==> config.mk <==
export PLATFORM = sky130hd
export DESIGN_NAME = alu_issue_stage_flat
export DESIGN_NICKNAME = d
export VERILOG_FILES = /design/src/rtl/alu_issue_stage_if.sv /design/src/rtl/alu_issue_stage.sv /design/src/flat_wrapper.sv
export SDC_FILE = /design/constraint.sdc
export NUM_CORES = 1
export LEC_CHECK = 0
export BUFFER_PORTS_ARGS = -buffer_cell sky130_fd_sc_hd__clkbuf_2
export CAP_MARGIN = 20
export CORE_MARGIN = 10
export CORE_UTILIZATION = 49
export CTS_CLUSTER_DIAMETER = 50
export DETAILED_ROUTE_END_ITERATION = 6
export HOLD_SLACK_MARGIN = 0.03
export PLACE_DENSITY_LB_ADDON = 0.12
export SLEW_MARGIN = 20
export SYNTH_ARGS = -nofsm -noshare
export SYNTH_HDL_FRONTEND = slang
export SYNTH_SLANG_ARGS = --single-unit
==> constraint.sdc <==
create_clock -name clk -period 1.8 [get_ports clk]
set_input_delay 0 -clock clk [delete_from_list [all_inputs] [get_ports clk]]
set_output_delay 0 -clock clk [all_outputs]
set_load 0.03 [all_outputs]
==> src/rtl/alu_issue_stage_if.sv <==
// Command and result handshake bundle between an issuing master and alu_issue_stage.
interface alu_issue_stage_if;
   logic       cmd_valid;
   logic       cmd_ready;
   logic [1:0] cmd_s;
   logic [2:0] cmd_a;
   logic [2:0] cmd_b;
   logic       res_valid;
   logic       res_ready;
   logic [4:0] res_sm;
   logic [4:0] res_data;
   logic       res_sf;
   logic       res_zf;
   logic       res_dzf;

   modport master (
      output cmd_valid, cmd_s, cmd_a, cmd_b, res_ready,
      input  cmd_ready, res_valid, res_sm, res_data, res_sf, res_zf, res_dzf
   );

   modport slave (
      input  cmd_valid, cmd_s, cmd_a, cmd_b, res_ready,
      output cmd_ready, res_valid, res_sm, res_data, res_sf, res_zf, res_dzf
   );
endinterface

==> src/rtl/alu_issue_stage.sv <==
// Issue stage wrapping an external sign-magnitude ALU: registers operands, captures
// the result one cycle later, converts it to two's complement and counts completions.
module alu_issue_stage #(
   parameter int unsigned CNT_W = 8
) (
   input  logic             clk,
   input  logic             rst_n,
   alu_issue_stage_if.slave bus,
   output logic [2:0]       alu_a,
   output logic [2:0]       alu_b,
   output logic [1:0]       alu_s,
   input  logic [4:0]       alu_r,
   input  logic             alu_sf,
   input  logic             alu_zf,
   input  logic             alu_dzf,
   input  logic             clr_cnt,
   output logic [CNT_W-1:0] op_cnt,
   output logic [CNT_W-1:0] dz_cnt
);

   typedef enum logic [1:0] {IDLE, EXEC, RESP} state_t;

   localparam logic [CNT_W-1:0] CNT_MAX = '1;

   state_t     state, state_nxt;
   logic       cmd_ready, res_valid;
   logic       accept, res_hs;
   logic [4:0] conv;
   logic [4:0] res_sm_q, res_data_q;
   logic       res_sf_q, res_zf_q, res_dzf_q;

   always_ff @(posedge clk) begin
      if (!rst_n) state <= IDLE;
      else        state <= state_nxt;
   end

   always_comb begin
      state_nxt = state;
      cmd_ready = 1'b0;
      res_valid = 1'b0;
      case (state)
         IDLE: begin
            cmd_ready = 1'b1;
            if (bus.cmd_valid) state_nxt = EXEC;
         end
         EXEC: state_nxt = RESP;
         RESP: begin
            res_valid = 1'b1;
            if (bus.res_ready) state_nxt = IDLE;
         end
         default: state_nxt = IDLE;
      endcase
   end

   assign accept = bus.cmd_valid && cmd_ready;
   assign res_hs = res_valid && bus.res_ready;

   // Both signed zeros and divide-by-zero collapse to 0; otherwise negate {0,mag} when sign is set.
   always_comb begin
      conv = '0;
      if (!alu_dzf && alu_r[3:0] != 4'd0) begin
         if (alu_r[4]) conv = 5'd0 - {1'b0, alu_r[3:0]};
         else          conv = {1'b0, alu_r[3:0]};
      end
   end

   always_ff @(posedge clk) begin
      if (!rst_n) begin
         alu_a      <= '0;
         alu_b      <= '0;
         alu_s      <= '0;
         res_sm_q   <= '0;
         res_data_q <= '0;
         res_sf_q   <= 1'b0;
         res_zf_q   <= 1'b0;
         res_dzf_q  <= 1'b0;
      end else begin
         if (accept) begin
            alu_s <= bus.cmd_s;
            alu_a <= (bus.cmd_a == 3'b100) ? 3'b000 : bus.cmd_a;
            alu_b <= (bus.cmd_b == 3'b100) ? 3'b000 : bus.cmd_b;
         end
         if (state == EXEC) begin
            res_sm_q   <= alu_r;
            res_data_q <= conv;
            res_sf_q   <= alu_sf & ~alu_zf;
            res_zf_q   <= alu_zf;
            res_dzf_q  <= alu_dzf;
         end
      end
   end

   // Clear wins over a same-edge increment.
   always_ff @(posedge clk) begin
      if (!rst_n || clr_cnt) begin
         op_cnt <= '0;
         dz_cnt <= '0;
      end else if (res_hs) begin
         if (op_cnt != CNT_MAX)              op_cnt <= op_cnt + 1'b1;
         if (res_dzf_q && dz_cnt != CNT_MAX) dz_cnt <= dz_cnt + 1'b1;
      end
   end

   assign bus.cmd_ready = cmd_ready;
   assign bus.res_valid = res_valid;
   assign bus.res_sm    = res_sm_q;
   assign bus.res_data  = res_data_q;
   assign bus.res_sf    = res_sf_q;
   assign bus.res_zf    = res_zf_q;
   assign bus.res_dzf   = res_dzf_q;

endmodule

==> src/flat_wrapper.sv <==
// flat-port wrapper written by rule: the top's interface ports become plain ports
module alu_issue_stage_flat 
#(
   parameter int unsigned CNT_W = 8
)
  (clk, rst_n, alu_a, alu_b, alu_s, alu_r, alu_sf, alu_zf, alu_dzf, clr_cnt, op_cnt, dz_cnt, bus_cmd_valid, bus_cmd_s, bus_cmd_a, bus_cmd_b, bus_res_ready, bus_cmd_ready, bus_res_valid, bus_res_sm, bus_res_data, bus_res_sf, bus_res_zf, bus_res_dzf);
  alu_issue_stage_if bus_i ();
  input  logic clk;
  input  logic rst_n;
  output logic [2:0] alu_a;
  output logic [2:0] alu_b;
  output logic [1:0] alu_s;
  input  logic [4:0] alu_r;
  input  logic alu_sf;
  input  logic alu_zf;
  input  logic alu_dzf;
  input  logic clr_cnt;
  output logic [CNT_W-1:0] op_cnt;
  output logic [CNT_W-1:0] dz_cnt;
  input wire logic [$bits(bus_i.cmd_valid)-1:0] bus_cmd_valid;
  input wire logic [$bits(bus_i.cmd_s)-1:0] bus_cmd_s;
  input wire logic [$bits(bus_i.cmd_a)-1:0] bus_cmd_a;
  input wire logic [$bits(bus_i.cmd_b)-1:0] bus_cmd_b;
  input wire logic [$bits(bus_i.res_ready)-1:0] bus_res_ready;
  output wire logic [$bits(bus_i.cmd_ready)-1:0] bus_cmd_ready;
  output wire logic [$bits(bus_i.res_valid)-1:0] bus_res_valid;
  output wire logic [$bits(bus_i.res_sm)-1:0] bus_res_sm;
  output wire logic [$bits(bus_i.res_data)-1:0] bus_res_data;
  output wire logic [$bits(bus_i.res_sf)-1:0] bus_res_sf;
  output wire logic [$bits(bus_i.res_zf)-1:0] bus_res_zf;
  output wire logic [$bits(bus_i.res_dzf)-1:0] bus_res_dzf;
  assign bus_i.cmd_valid = bus_cmd_valid;
  assign bus_i.cmd_s = bus_cmd_s;
  assign bus_i.cmd_a = bus_cmd_a;
  assign bus_i.cmd_b = bus_cmd_b;
  assign bus_i.res_ready = bus_res_ready;
  assign bus_cmd_ready = bus_i.cmd_ready;
  assign bus_res_valid = bus_i.res_valid;
  assign bus_res_sm = bus_i.res_sm;
  assign bus_res_data = bus_i.res_data;
  assign bus_res_sf = bus_i.res_sf;
  assign bus_res_zf = bus_i.res_zf;
  assign bus_res_dzf = bus_i.res_dzf;
  alu_issue_stage #(.CNT_W(CNT_W)) u_core (.clk(clk), .rst_n(rst_n), .bus(bus_i), .alu_a(alu_a), .alu_b(alu_b), .alu_s(alu_s), .alu_r(alu_r), .alu_sf(alu_sf), .alu_zf(alu_zf), .alu_dzf(alu_dzf), .clr_cnt(clr_cnt), .op_cnt(op_cnt), .dz_cnt(dz_cnt));
endmodule
==> results.md <==
* Outcome: complete, no violations
* CP max stage delay at about 420 ps
* Layout cells sized above 1 at 24.38%
* Tot Pwr at around 0.0016 W
* Slew Viols, Final at 0
* Nets at about 310
* Register share of total power at 57.1%
* Mapped Nets at approximately 230
* Post-Synthesis Cells at 203
* IO Pins at 60
* Setup Viol. Count Final at 0
* Die height at 79.49 µm
* Ys Warns at 0
* CTS root buffer: clkbuf_4
* Row count at 21
* Die ar. at around 6300 µm²
* Via count at between 1500 and 2000
* Number of synthesized flops with an enable pin at 0
* Initial DRC count at 128
* Clock Path Buffers at 2
* Switch share at 28.14%
* Hold Crit Depth at 3
* First-pass GRT wire length at approximately 8000 µm
* Worst slew margin at a little under two thirds
* Metal3 WL at ~350 µm
* Final Hold Viols at 0
* R2R Setup Slk at 330 ps
* Antenna viol nets, final at 0
* Final worst-path cycle share at between 80% and 90%
* Net Sw Power at roughly 0.00045 W
* Initial antenna violation count at 0
* Sequential area share after synthesis at approximately 45%
* Fin Clk Skew at ~13 ps
* CP Max Fanout at 6
* Ant. Diodes at 0
* CTS tree: yes
* Type of the worst setup path: reg -> reg
* Post-synth top flop: dfxtp_1
* Max Clk Rate at 679.5 MHz
* Worst-skew pair later-pin latency at roughly 340 ps
* Post-detail-place hpwl at around 3100 µm
* Slew @ Worst Pin at 548.8 ps
* Routability congestion estimate from global placement at between 0.8 and 0.9
* P_leak at approximately 0.95 nW
* Metal2 WL at roughly 2000 µm
* Reg2Reg Depth at 5
* Syn-to-layout area delta at 32.61%
* DR top layer: met4
* Met1 wire length at 2032 µm
* GR Util All Layers at between 10 and 15%
* PortBufs at slightly below 60
* Power Internal at 0.001139 W
* Clock H-tree levels at 2
* CP arrival at 1740 ps
* Vias in the first global route at approximately 1700
* Logic gate share of total power at ~15%
* Syn avg cell area at 8.543 µm²
* Final Critical Period at roughly 1500 ps
* Power per cell area at just under 700 nW/µm²
* Largest net degree at the start of global routing at 27
* Setup crit start kind: flip-flop
* Filler cells at 284
* Post_cts resized at 0
* RSZ-0062 raised after global routing: no
* DR WL/cell at 13.44 µm
* Slowest library cell on the worst path: dfxtp_1
* Clk sinks at 39
* Commonest non-fill, non-tap cell in the layout: clkbuf_2
* Setup TNS at 0 ps
* Max-cap violations at 0
* Post-synth cell types at 40
* Clock-pin slew on the worst setup and hold paths at ~120 ps
* Core area at approximately 3400 µm²
* Die width at 79.49 µm
* Cell Chain, Critical Path: ha_1 > nand3_1 > nor3_1 > nor2_1 > a211oi_1
* DRC Markers at 0
* Commonest non-fill, non-tap cells in the layout: clkbuf_2 (59), nand2_1 (43), dfxtp_1 (39)
* VDD IR max at 0.4768 mV
* Worst endpoint required time at 2070 ps
* Total CTS buffers at 5
* Clock power share at about 28%
* Async set or reset register ratio after synthesis at 0%
* Final setup margin at between 300 and 400 ps
* Setup WS pre-CTS at roughly 320 ps
* Worst min-delay path category: in -> reg
* Initial Util at between 50 and 60%
* Non-filler cells, final at 329
* Mapped Area at around 1700 µm²
* Placed insts at between 300 and 400
* Crit. End Element: flip-flop
* Vias per Instance at between 5 and 6
* Drt first pass iters at 4
* Seq cells post-synth at 39
* Routed wire length at between 4000 and 5000 µm
* GR Overflow Total at 0
## layout make-up
| type | instances | area (µm²) | share of cell area (%) |
|---|---|---|---|
| Tap cell | 46 | 57.56 | 2.503 |
| Clock buffer | 7 | 45.04 | 1.959 |
| Multi-Input combinational cell | 156 | 920.9 | 40.04 |
| Sequential cell | 39 | 780.7 | 33.95 |
| Clock inverter | 1 | 5.005 | 0.2176 |
| Inverter | 2 | 7.507 | 0.3264 |
| Timing Repair Buffer | 78 | 483.0 | 21.00 |
## layer usage
metal  global-route usage, %  vias to the layer above
met5                       0                        -
li1                        -                      880
met3                   6.644                        2
met2                   24.11                       40
met4                   5.018                        0
met1                   16.56                      748
## logic make-up (layout without fill, tap and decap cells)
logic type	count (synthesis)	count (layout)	share of synthesized area, %
buffers and inverters	8	88	1.876
flip-flops	39	39	45.02
AO/OA/AOI/OAI	46	46	19.34
XOR/XNOR	5	5	2.526
multiplexers	1	1	0.5772
adder cells (fa/ha/maj)	3	3	2.165
AND/OR/NAND/NOR	101	101	28.50
## state kept, by name, indices dropped and copies added (netlist names)
| register | flops |
|---|---|
| u_core.alu_b | 3 |
| u_core.bus.res_zf | 1 |
| u_core.bus.res_sm | 5 |
| u_core.bus.res_data | 5 |
| u_core.state | 2 |
| u_core.bus.res_dzf | 1 |
| u_core.op_cnt | 8 |
| u_core.dz_cnt | 8 |
| u_core.alu_s | 2 |
| u_core.bus.res_sf | 1 |
| u_core.alu_a | 3 |
## per-stage QoR
stage               utilization [%]  cell area, µm²  hold slack, ps
finish                        67.85            2300           72.27
global route                  67.85            2300           88.31
CTS                           67.85            2300           55.37
detailed placement            61.06            2069           244.5
global placement              61.06            2069           241.7
floorplan                         -            1734           144.9
## power groups by stage
stage               logic [W]  clock network (W)  registers (W)
floorplan           0.0000903                  0       0.000969
global placement     0.000211                  0       0.000924
detailed placement   0.000211                  0       0.000925
CTS                  0.000242           0.000453       0.000905
global route         0.000267           0.000475       0.000909
finish               0.000242           0.000437       0.000905
## Yosys cell counts, types with 3 or more instances
| master | count | area (µm²) |
|---|---|---|
| nand2_1 | 43 | 161.4 |
| dfxtp_1 | 39 | 780.8 |
| a21boi_0 | 16 | 120.1 |
| nor2_1 | 15 | 56.30 |
| nand3_1 | 10 | 50.05 |
| nor2b_1 | 9 | 56.30 |
| nor3_1 | 7 | 35.03 |
| a211oi_1 | 6 | 45.04 |
| o21ai_0 | 5 | 25.02 |
| clkbuf_1 | 4 | 15.01 |
| a22oi_1 | 3 | 22.52 |
| a31oi_1 | 3 | 18.77 |
| ha_1 | 3 | 37.54 |
| xnor2_1 | 3 | 26.28 |
## critical path, delay by kind of cell, from the launching register on
family	cells	cell delay, ps
compound gates	1	190
simple gates	3	490
fa+ha+maj	1	290
flops	1	420
## final timing paths
kind,start,end
setup / recovery,u_core.dz_cnt[0],u_core.dz_cnt[6]
hold / removal,bus_res_ready,u_core.state[1]
setup reg to reg,u_core.dz_cnt[0],u_core.dz_cnt[6]
hold reg to reg,u_core.bus.res_data[3],u_core.bus.res_data[3]
## what timing repair did
item | 4_1_cts | 5_1_grt
endpoints found under the hold margin | 24 | 0
setup buffers | 0 | 0
setup endpoints to repair | 0 | 0
hold buffers | 18 | 0
No activity file was read; power rests on OpenSTA's default activity.
